--- config.mk ---
export PLATFORM = sky130hd
export DESIGN_NAME = riot_port_conditioner
export DESIGN_NICKNAME = d
export VERILOG_FILES = /design/src/rtl/riot_pkg.sv /design/src/rtl/riot_debounce_bit.sv /design/src/rtl/riot_port_conditioner.sv
export SDC_FILE = /design/constraint.sdc
export NUM_CORES = 1
export LEC_CHECK = 0
export ABC_AREA = 1
export ABC_CLOCK_PERIOD_IN_PS = 4800
export BUFFER_PORTS_ARGS = -buffer_cell sky130_fd_sc_hd__clkbuf_2
export CORE_AREA = 2 2 90 92
export CTS_CLUSTER_DIAMETER = 200
export DETAILED_ROUTE_END_ITERATION = 12
export DIE_AREA = 0 0 92 94
export MAX_ROUTING_LAYER = met4
export PLACE_DENSITY = 0.83
export SLEW_MARGIN = 25
export SYNTH_ARGS = -nofsm -noshare
export SYNTH_HDL_FRONTEND = slang
export SYNTH_SLANG_ARGS = --single-unit
--- constraint.sdc ---
create_clock -name CLK -period 4.8 [get_ports CLK]
set_input_delay 0.24 -clock CLK [delete_from_list [all_inputs] [get_ports CLK]]
set_output_delay 0.24 -clock CLK [all_outputs]
set_load 0.02 [all_outputs]
--- src/rtl/riot_pkg.sv ---
// Shared RIOT port definitions: idle levels, bit positions of the console
// switches and joystick lines, and a counter-width helper.
package riot_pkg;

    localparam logic [7:0] RIOT_PA_IDLE = 8'hFF;
    localparam logic [7:0] RIOT_PB_IDLE = 8'hFF;

    // Port B console switches
    localparam int PB_RESET  = 0;
    localparam int PB_SELECT = 1;
    localparam int PB_COLOR  = 3;
    localparam int PB_DIFF0  = 6;
    localparam int PB_DIFF1  = 7;

    // Port A joysticks, active low
    localparam int P0_RIGHT = 7;
    localparam int P0_LEFT  = 6;
    localparam int P0_DOWN  = 5;
    localparam int P0_UP    = 4;
    localparam int P1_RIGHT = 3;
    localparam int P1_LEFT  = 2;
    localparam int P1_DOWN  = 1;
    localparam int P1_UP    = 0;

    typedef struct packed {
        logic [7:0] pb;
        logic [7:0] pa;
    } riot_ports_t;

    // Counter width for a modulus of n; never narrower than one bit.
    function automatic int ctr_width(input int n);
        return (n > 1) ? $clog2(n) : 1;
    endfunction

endpackage

--- src/rtl/riot_debounce_bit.sv ---
// One conditioned input bit: synchronizer chain, tick-sampled debounce
// counter, registered clean level and a one-cycle change strobe.
module riot_debounce_bit
    import riot_pkg::*;
#(
    parameter int SYNC_STAGES = 2,
    parameter int DB_TICKS    = 4
) (
    input  logic clk,
    input  logic srst,
    input  logic tick,
    input  logic bypass,
    input  logic clr,
    input  logic rst_val,
    input  logic raw,
    output logic out,
    output logic chg
);

    localparam int            CW       = ctr_width(DB_TICKS);
    localparam logic [CW-1:0] CNT_LAST = CW'(DB_TICKS - 1);

    logic [SYNC_STAGES-1:0] sync_reg;
    logic [CW-1:0]          cnt_reg;
    logic                   out_reg;
    logic                   chg_reg;
    logic                   s;

    assign s   = sync_reg[SYNC_STAGES-1];
    assign out = out_reg;
    assign chg = chg_reg;

    always_ff @(posedge clk) begin
        if (srst) begin
            sync_reg <= {SYNC_STAGES{rst_val}};
            cnt_reg  <= '0;
            out_reg  <= rst_val;
            chg_reg  <= 1'b0;
        end else begin
            sync_reg <= {sync_reg[SYNC_STAGES-2:0], raw};
            chg_reg  <= 1'b0;
            if (bypass) begin
                out_reg <= s;
                chg_reg <= s ^ out_reg;
                cnt_reg <= '0;
            end else if (clr) begin
                // Leaving bypass: start counting from scratch, keep the level.
                cnt_reg <= '0;
            end else if (tick) begin
                if (s == out_reg) begin
                    cnt_reg <= '0;
                end else if (cnt_reg == CNT_LAST) begin
                    out_reg <= s;
                    cnt_reg <= '0;
                    chg_reg <= 1'b1;
                end else begin
                    cnt_reg <= cnt_reg + CW'(1);
                end
            end
        end
    end

endmodule

--- src/rtl/riot_port_conditioner.sv ---
// Conditions the 16 raw controller/switch pins into clean RIOT PA/PB inputs,
// sharing one debounce sample prescaler across all bits.
module riot_port_conditioner
    import riot_pkg::*;
#(
    parameter int         SYNC_STAGES = 2,
    parameter int         TICK_DIV    = 256,
    parameter int         DB_TICKS    = 4,
    parameter logic [7:0] RESET_PA    = RIOT_PA_IDLE,
    parameter logic [7:0] RESET_PB    = RIOT_PB_IDLE
) (
    input  logic       CLK,
    input  logic       RES,
    input  logic       BYPASS,
    input  logic [7:0] PA_RAW,
    input  logic [7:0] PB_RAW,
    output logic [7:0] PA,
    output logic [7:0] PB,
    output logic [7:0] PA_CHG,
    output logic [7:0] PB_CHG
);

    localparam int            PW         = ctr_width(TICK_DIV);
    localparam logic [PW-1:0] PRESC_LAST = PW'(TICK_DIV - 1);

    logic [PW-1:0] presc_reg;
    logic          tick;
    logic          bypass_reg;
    logic          bypass_clr;
    riot_ports_t   raw_all;
    riot_ports_t   rst_all;
    riot_ports_t   out_all;
    riot_ports_t   chg_all;

    assign tick       = (presc_reg == PRESC_LAST);
    assign bypass_clr = BYPASS ^ bypass_reg;

    always_ff @(posedge CLK) begin
        if (RES || tick) begin
            presc_reg <= '0;
        end else begin
            presc_reg <= presc_reg + PW'(1);
        end
        bypass_reg <= BYPASS;
    end

    assign raw_all = '{pb: PB_RAW, pa: PA_RAW};
    assign rst_all = '{pb: RESET_PB, pa: RESET_PA};

    generate
        for (genvar gi = 0; gi < 16; gi++) begin : g_bit
            riot_debounce_bit #(
                .SYNC_STAGES(SYNC_STAGES),
                .DB_TICKS   (DB_TICKS)
            ) u_bit (
                .clk    (CLK),
                .srst   (RES),
                .tick   (tick),
                .bypass (BYPASS),
                .clr    (bypass_clr),
                .rst_val(rst_all[gi]),
                .raw    (raw_all[gi]),
                .out    (out_all[gi]),
                .chg    (chg_all[gi])
            );
        end
    endgenerate

    assign PA     = out_all.pa;
    assign PB     = out_all.pb;
    assign PA_CHG = chg_all.pa;
    assign PB_CHG = chg_all.pb;

endmodule

==> metrics.cfg <==
[power_and_ir_drop]
p_per_area_mw_per_mm2 = 320
leakagePower_nw = 2.31
vdd_drop_max_mv = 0.224
finalPower_mw = 1.57

[finish]
stdcell_area_mm2 = 0.00490
syn_to_final_growth_pct = 4.34
n_antenna_cell = 0
drive_above_1_share_pct = 16.6
nets = 666

[die]
core-area_mm2 = 0.00761
pin_count = 51
die_area_mm2 = 0.00865
rows = 32
start_util_pct = 61.8
die_h_um = 94
die_w_um = 92

[critical_path]
reg2reg_slack_ps = 2380
rr_endpoint = g_bit[7].u_bit.chg
required_ps = 5080
crit_fanout = 48
rr_startpoint = presc_reg[0]
setup.worst_path.start = presc_reg[0]
crit_path_end_kind = flop
path_class = reg2reg
reg2reg_depth = 7
start_kind = flop
cp.arrival_ps = 2700

[sta]
finalSetupViolations = 0
relSlewSlack_pct = 32.2
setup_ws_ps = 2380
grt_setup_unrepaired = false
max_freq_ghz = 0.414
worst_pin_slew_ps = 1020
finalCritPeriodShare_pct = 50.4
skew_ps = 11.8
tns_ps = 0
period_needed_ps = 2420
hold_viol = 0
drv_slew = 0

[worst_hold_path]
whs_path_depth = 1
hold_path_class = in2reg
hp-start = BYPASS
holdPathEnd = bypass_reg

[clock_tree]
cts_root_buffer = clkbuf_8
cts.clk_slew.worst_paths_ps = 100
insertion_delay_ps = 360
cts_buffers = 9
cts_hold_buf = 0
cts_max_level = 3
clockBufferDepth = 2
cts_tree = yes
cts_setup_buffers = 0
clock_sinks = 105
cts_resized = 0

[detailed_routing]
viasPerCell = 5.24
detail_route.first_pass.iterations = 5
dr.first_iter.drc_count = 226
drtAntennaViolNets = 0
wire_per_inst_um = 12.5
vias = 3853
drc_errors = 0
wirelength_mm = 9.17

[placed_design]
numPortBuffers = 50
dp_slack_ps = 2410
gp_congestion = 0.807
dp_hpwl_mm = 6.17
placed_area_mm2 = 0.00472

[global_routing]
first_global_vias = 3635
globalRouteTotalUtil_pct = 23.1
grt.met1_usage_pct = 27.7
grtUsageMet2_pct = 38.8
busiest_layer = met2
met3_usage_pct = 4.09
grt_max_degree = 49
grt_first_pass_wirelength_mm = 15.7
antenna_found_initial = 0
globalRouteOverflowTotal = 0

[yosys]
synth.net_count = 661
yosysWarnings = 0
ys_seq_area_share_pct = 44.7
yosys-top-cells-area = dfxtp_1, nand2_1, nand3_1
netlist.top_cell.by_area = dfxtp_1
ys_ff_latch = 105
syn_area_mm2 = 0.00470
synth_top_area_share_pct = 44.7
syn_avg_cell_area_um2 = 7.53
netlist_instances = 624
synth_cell_types = 24

[run_status]
status = completed

[job]
maxCapViolations = 0

-- where the power goes --
group	switching, mW	total (mW)	internal, mW
Combinational	0.0950	0.144	0.0492
Sequential	0.0182	0.917	0.899
Clock	0.303	0.509	0.206
Total	0.416	1.57	1.15
-- cells in the mapped netlist, drive strengths merged --
cell    instances
nand2         151
dfxtp         105
nand3          81
inv            58
a21oi          48
buf            41
or2            32
nor2           31
clkbuf         18
ha             18
nand4          18
nor3           15
o21ai           2
xor2            2
a31oi           1
clkinv          1
nor3b           1
xnor2           1
-- metal layers --
layer | vias to the layer above | routed length [um]
met2 | 110 | 4210
met3 | 16 | 518
met1 | 1742 | 4280
li1 | 1985 | -
met4 | 0 | 159
met5 | - | 0
-- how the worst max path moves through the flow --
| stage | slack [ps] | depth (start not counted) | endpoint |
|---|---|---|---|
| detailed placement | 2410 | 7 | g_bit[10].u_bit.chg |
| global route | 2100 | 7 | g_bit[4].u_bit.chg |
| CTS | 2360 | 7 | g_bit[10].u_bit.chg |
| finish | 2380 | 7 | g_bit[7].u_bit.chg |
| global placement | 2500 | 7 | g_bit[1].u_bit.chg |
| floorplan | 2840 | 9 | g_bit[0].u_bit.chg |
-- cells by family after synthesis --
kind of cell / count (synthesis) / share of synthesized area, %
xor gates and xnor gates: 3 / 0.559
adders and majority gates: 18 / 4.79
buffers and inverters: 118 / 12.7
AOI/OAI and AO/OA: 51 / 5.46
and+or+nand+nor: 329 / 31.7
DFF: 105 / 44.7
-- per-stage QoR --
stage                     hold slack [ps]  utilization (%)  instances
after global routing                 17.9             64.4        736
final                                21.7             64.4        736
after CTS                            13.0             64.4        736
after floorplan                       268                -        624
after global placement                383             62.1        720
after detailed placement              392             62.1        720
-- critical path: stages (launching register included) --
cell and delay [ps]:
dfxtp_1 360, ha_1 170, nand2_1 80, nor2_2 190
nand2_2 430, inv_2 760, nand3_1 150, a21oi_1 180
-- layout by cell type, fill, tap and decap left out --
cell type,n
a21oi_1,48
a31oi_1,1
nor3b_1,1
nand3_1,81
xnor2_1,1
or2_2,32
inv_1,56
nor2_2,1
xor2_1,2
o21ai_0,2
clkinvlp_4,2
inv_2,2
dfxtp_1,105
buf_4,3
nor3_1,15
clkinv_2,1
nand2_2,2
ha_1,18
inv_6,2
nor2_1,30
clkinv_1,1
nand4_1,18
nand2_1,149
clkbuf_2,50
clkbuf_1,1
clkbuf_8,10
-- layout make-up --
type | count | area (um2)
clock inverters | 5 | 37.5
clock buffers | 11 | 141
repair buffers | 53 | 273
flip-flops and latches | 105 | 2100
inverters | 59 | 221
well taps | 102 | 128
multi-input cells | 401 | 2000
fillers | 630 | 2710
(Power assumes the default switching activity.)
